==> config.mk <==
export PLATFORM = sky130hd
export DESIGN_NAME = bitcnt_iter
export DESIGN_NICKNAME = d
export VERILOG_FILES = /design/src/rtl/bitcnt_iter.sv
export SDC_FILE = /design/constraint.sdc
export NUM_CORES = 1
export LEC_CHECK = 0
export ABC_AREA = 1
export ABC_CLOCK_PERIOD_IN_PS = 3350
export CAP_MARGIN = 20
export CORE_MARGIN = 5
export CORE_UTILIZATION = 30
export DETAILED_ROUTE_END_ITERATION = 8
export PLACE_DENSITY = 0.56
export SLEW_MARGIN = 20
export SYNTH_ARGS = -nofsm -noshare
export SYNTH_HDL_FRONTEND = slang
export SYNTH_SLANG_ARGS = --single-unit
export TNS_END_PERCENT = 50
==> constraint.sdc <==
create_clock -name clk -period 3.35 [get_ports clk]
set_input_delay 0.67 -clock clk [delete_from_list [all_inputs] [get_ports clk]]
set_output_delay 0.67 -clock clk [all_outputs]
set_load 0.02 [all_outputs]
==> src/rtl/bitcnt_iter.sv <==
// bitcnt_iter: iterative cpop / clz / ctz unit, CHUNK bits examined per cycle,
// valid/ready on issue and result sides, synchronous flush.
// Optional macro BITCNT_WORD_EN (WIDTH=64 only): wop=1 restricts the operation
// to a[31:0]. Without it, wop is accepted but ignored.
module bitcnt_iter #(
  parameter int WIDTH = 64,
  parameter int CHUNK = 8
) (
  input  logic                   clk,
  input  logic                   resetn,
  input  logic                   flush,
  input  logic                   in_valid,
  output logic                   in_ready,
  input  logic [WIDTH-1:0]       a,
  input  logic [1:0]             op,
  input  logic                   wop,
  output logic                   out_valid,
  input  logic                   out_ready,
  output logic [$clog2(WIDTH):0] result
);

  localparam int RW = $clog2(WIDTH) + 1;
  localparam int K  = WIDTH / CHUNK;
  localparam int IW = (K > 1) ? $clog2(K) : 1;

  localparam logic [1:0] OP_CPOP = 2'b00;
  localparam logic [1:0] OP_CLZ  = 2'b01;
  localparam logic [1:0] OP_CTZ  = 2'b10;
  localparam logic [1:0] OP_RSVD = 2'b11;

  typedef enum logic [1:0] {S_IDLE, S_RUN, S_DONE} state_t;

  state_t          state_q, state_d;
  logic [1:0]      op_q, op_d;
  logic [WIDTH-1:0] operand_q, operand_d;
  logic [RW-1:0]   acc_q, acc_d;
  logic [IW-1:0]   idx_q, idx_d;
  logic            out_valid_q, out_valid_d;
  logic [RW-1:0]   result_q, result_d;

  logic [CHUNK-1:0] chunk;
  logic [RW-1:0]    chunk_pop;
  logic [RW-1:0]    chunk_lz;
  logic             chunk_seen;
  logic [WIDTH-1:0] a_rev;
  logic [WIDTH-1:0] load_val;
  logic             last_chunk;

`ifdef BITCNT_WORD_EN
  logic wop_q, wop_d;
`else
  logic unused_wop;
  assign unused_wop = wop;
`endif

  assign in_ready  = (state_q == S_IDLE);
  assign out_valid = out_valid_q;
  assign result    = result_q;

  // Population count and leading-zero count of the chunk currently at the top.
  always_comb begin
    chunk      = operand_q[WIDTH-1 -: CHUNK];
    chunk_pop  = '0;
    chunk_lz   = '0;
    chunk_seen = 1'b0;
    for (int unsigned i = 0; i < CHUNK; i++) begin
      chunk_pop = chunk_pop + RW'(chunk[i]);
      if (!chunk_seen && !chunk[CHUNK-1-i]) chunk_lz = chunk_lz + RW'(1);
      else chunk_seen = 1'b1;
    end
  end

  // Operand as loaded on accept: bit-reversed for ctz so both zero counts scan from the top.
  always_comb begin
    a_rev = '0;
    for (int unsigned i = 0; i < WIDTH; i++) a_rev[i] = a[WIDTH-1-i];
    load_val = (op == OP_CTZ) ? a_rev : a;
`ifdef BITCNT_WORD_EN
    if (wop) begin
      case (op)
        OP_CLZ:  load_val = {a[31:0], {(WIDTH-32){1'b1}}};
        OP_CTZ:  load_val = {a_rev[WIDTH-1 -: 32], {(WIDTH-32){1'b1}}};
        default: load_val = {a[31:0], {(WIDTH-32){1'b0}}};
      endcase
    end
`endif
  end

  // End of scan: last chunk of the operand (or of the upper word for word cpop).
  always_comb begin
    last_chunk = (idx_q == IW'(K-1));
`ifdef BITCNT_WORD_EN
    if (wop_q && (op_q == OP_CPOP || op_q == OP_RSVD) && (idx_q == IW'(K/2-1)))
      last_chunk = 1'b1;
`endif
  end

  // Next-state and datapath control. The result register and out_valid are loaded
  // one cycle after entering DONE so both leave the unit from flops.
  always_comb begin
    state_d     = state_q;
    op_d        = op_q;
    operand_d   = operand_q;
    acc_d       = acc_q;
    idx_d       = idx_q;
    out_valid_d = out_valid_q;
    result_d    = result_q;
`ifdef BITCNT_WORD_EN
    wop_d       = wop_q;
`endif
    case (state_q)
      S_IDLE: begin
        if (in_valid) begin
          op_d      = op;
          operand_d = load_val;
          acc_d     = '0;
          idx_d     = '0;
          state_d   = S_RUN;
`ifdef BITCNT_WORD_EN
          wop_d     = wop;
`endif
        end
      end
      S_RUN: begin
        operand_d = operand_q << CHUNK;
        idx_d     = idx_q + IW'(1);
        if (op_q == OP_CLZ || op_q == OP_CTZ) begin
          if (chunk == '0) begin
            acc_d = acc_q + RW'(CHUNK);
          end else begin
            acc_d   = acc_q + chunk_lz;
            state_d = S_DONE;
          end
        end else begin
          acc_d = acc_q + chunk_pop;
        end
        if (last_chunk) state_d = S_DONE;
      end
      S_DONE: begin
        if (!out_valid_q) begin
          out_valid_d = 1'b1;
          result_d    = (op_q == OP_RSVD) ? '0 : acc_q;
        end else if (out_ready) begin
          out_valid_d = 1'b0;
          state_d     = S_IDLE;
        end
      end
      default: state_d = S_IDLE;
    endcase
    if (flush) begin
      state_d     = S_IDLE;
      out_valid_d = 1'b0;
    end
  end

  // State and datapath registers.
  always_ff @(posedge clk or negedge resetn) begin
    if (!resetn) begin
      state_q     <= S_IDLE;
      op_q        <= '0;
      operand_q   <= '0;
      acc_q       <= '0;
      idx_q       <= '0;
      out_valid_q <= 1'b0;
      result_q    <= '0;
`ifdef BITCNT_WORD_EN
      wop_q       <= 1'b0;
`endif
    end else begin
      state_q     <= state_d;
      op_q        <= op_d;
      operand_q   <= operand_d;
      acc_q       <= acc_d;
      idx_q       <= idx_d;
      out_valid_q <= out_valid_d;
      result_q    <= result_d;
`ifdef BITCNT_WORD_EN
      wop_q       <= wop_d;
`endif
    end
  end

endmodule
==> flow_summary.ini <==
[outcome]
outcome = finished with violations
violations = negative setup slack

[grt]
antenna_found_initial = 0
grtUsageTotal_pct = 13.9
grt_pass1_wl_um = 24600
grt_overflow_total = 0
grt_pass1_vias = 5086
grt_max_degree = 106

[placement]
place_hpwl_um = 10600
place_congestion = 0.762
place.port_buffers = 79
dp.cells = 1043

[worst_setup_path]
critPathTopFamily = adder cells
cpPeakStageDelay_ns = 0.42
worstSetupStartpoint = operand_q[62]
critPathKind = reg -> reg
worst_setup_path_start_kind = flip-flop
r2r-start = operand_q[62]
worst_setup_path_end_kind = flip-flop
path_max_fanout = 3
critPathSlowestCell = dfrtp_1
crit_required_ns = 3.58
cp.buffers_inverters = 6
cp.arrival_ns = 3.73

[clock_tree]
cts_buffers = 9
cts.sinks = 86
clock_latency_ns = 0.35
clock-root-buffer = clkbuf_16
h-tree-depth = 3
clk_path_buf_depth = 2
cts_tree = yes
clk_pin_slew_worst_paths_ns = 0.08

[synthesis]
synth_top_area_cell = dfrtp_1
async_flop_share_pct = 100
ys_top_cells_by_area = dfrtp_1 38%, nand2_1 10%, a211oi_1 6.5%
ys_seq_area_share_pct = 38.2
synth_cells = 746
synth.distinct_cells = 42
synth_edf_count = 0
synth.avg_cell_area_um2 = 7.56
synth-seq-cells = 86
synth_area_um2 = 5640
synth-main-ff-cell = dfrtp_1
synthDominantCellAreaShare_pct = 38.2
ys_warn_count = 0
synth_nets = 846

[timing]
drv_slew = 0
hold_viol_final = 0
setup_viol = 4
period_minus_slack_ns = 3.49
clock_skew_ns = 0.0107
layout_setup_ws_ns = -0.145
period_share_pct = 104
slew_headroom_pct = 50.7
rsz0062_at_grt = true
tightestPinTransition_ns = 0.740
fmax_mhz = 286

[layout]
final_cells = 1067
layout_commonest_cell = nand2_1
drive_above_1_share_pct = 13.3
final_cell_mix = 152 x nand2_1, 84 x dfrtp_1, 78 x clkdlybuf4s50_1
antennaDiodeCount = 0
fin_nets = 928
syn_to_final_growth_pct = 27.9

[detailed_routing]
drt_iter0_markers = 316
drc = 0
drt_first_pass_iters = 5
dr_total_vias = 5036
ant_nets = 0
viasPerCell = 4.72
wl_per_cell_um = 13.6
routed_wl_um = 14600

[die]
fp.dieH_um = 147
start_util_pct = 30.3
die_area_um2 = 21600
row_count = 50
ios = 81
core_um2 = 18600
die_x_um = 147

[power]
cellLeakagePower_nw = 3.32
power.density_nw_per_um2 = 924
ir_worst_vdd_mv = 0.468
total_power_mw = 6.66

[hold_path]
hold_class = in -> async

[run]
cap_viol_max_count = 0
-- report_power, final --
group	switching, mW	internal, mW
Combinational	2.12	1.64
Clock	0.484	0.527
Sequential	0.368	1.53
Total	2.97	3.69
-- path summary, 6_finish.rpt --
path,to,slack [ns],cells past startpoint
worst min-delay path,result[3],0.39,1
worst max register to register,acc_q[5],-0.14,28
max in group asynchronous,operand_q[28],2.31,2
min in group clk,idx_q[0],0.49,1
worst max-delay path,acc_q[5],-0.14,28
worst min register to register,idx_q[0],0.49,1
-- metal layers --
layer	part of all wire (%)	GRT usage (%)
met5	0	0
met4	2.0	4.10
met3	3.6	3.30
met2	48	24.0
met1	47	17.2
-- registers in the layout, indices dropped and copies added, names as in the netlist --
| register | cells |
|---|---|
| op_q | 2 |
| acc_q | 7 |
| out_valid | 1 |
| operand_q | 64 |
| result | 7 |
| idx_q | 3 |
| state_q | 2 |
-- synth_stat cells, types with 2 or more instances --
master / n
buf_2: 19
ha_1: 22
nand2_2: 4
xor2_1: 3
a211oi_1: 49
a31o_2: 2
o21ai_1: 37
nor2_1: 72
buf_4: 2
clkbuf_1: 12
a21oi_1: 73
inv_2: 9
nand4_1: 7
nor2_4: 6
inv_1: 72
dfrtp_1: 86
or2_2: 2
a22o_1: 3
o22ai_1: 2
fa_1: 6
nand3_1: 26
buf_6: 5
nand3_2: 3
a31oi_1: 2
o21ai_0: 50
nor2_2: 2
nand2_1: 154
nand2_4: 2
-- cell type report --
| class | count | area, µm² |
|---|---|---|
| multi-input cells | 538 | 3090 |
| repair buffers | 111 | 1070 |
| clock buffers | 9 | 225 |
| flip-flops and latches | 86 | 2150 |
| well taps | 234 | 293 |
| fillers | 1911 | 11400 |
| inverters | 82 | 313 |
| clock inverters | 7 | 72.6 |
-- metrics by stage --
stage / TNS (ns) / instance area [µm²] / hold slack [ns] / setup WS, ns / utilization (%)
finish: -0.484 / 7210 / 0.392 / -0.145 / 38.8
global route: -1.86 / 7210 / 0.454 / -0.433 / 38.8
CTS: -0.819 / 7170 / 0.421 / -0.249 / 38.6
detailed placement: -0.816 / 6780 / 0.473 / -0.267 / 36.5
global placement: -0.555 / 6780 / 0.468 / -0.207 / 36.5
floorplan: -0.0782 / 5690 / 0.374 / -0.0782 / -
-- kinds of logic (layout without fill, tap and decap cells) --
kind of cell / Yosys count / count (layout) / synth area share (%)
and+or+nand+nor: 282 / 282 / 22.0
AOI/OAI and AO/OA: 223 / 223 / 22.7
buffers and inverters: 122 / 209 / 9.39
DFF: 86 / 86 / 38.2
adders and majority gates: 28 / 28 / 7.01
xor gates and xnor gates: 4 / 4 / 0.622
other: 1 / 1 / 0.0665
-- repair_timing --
item | in CTS | in global routing
hold buffers | 0 | 0
pin swaps | 21 | 16
endpoints found under the setup margin | 6 | 6
gates resized for setup | 11 | 8
setup buffers | 7 | 2
(Power assumes the default switching activity.)
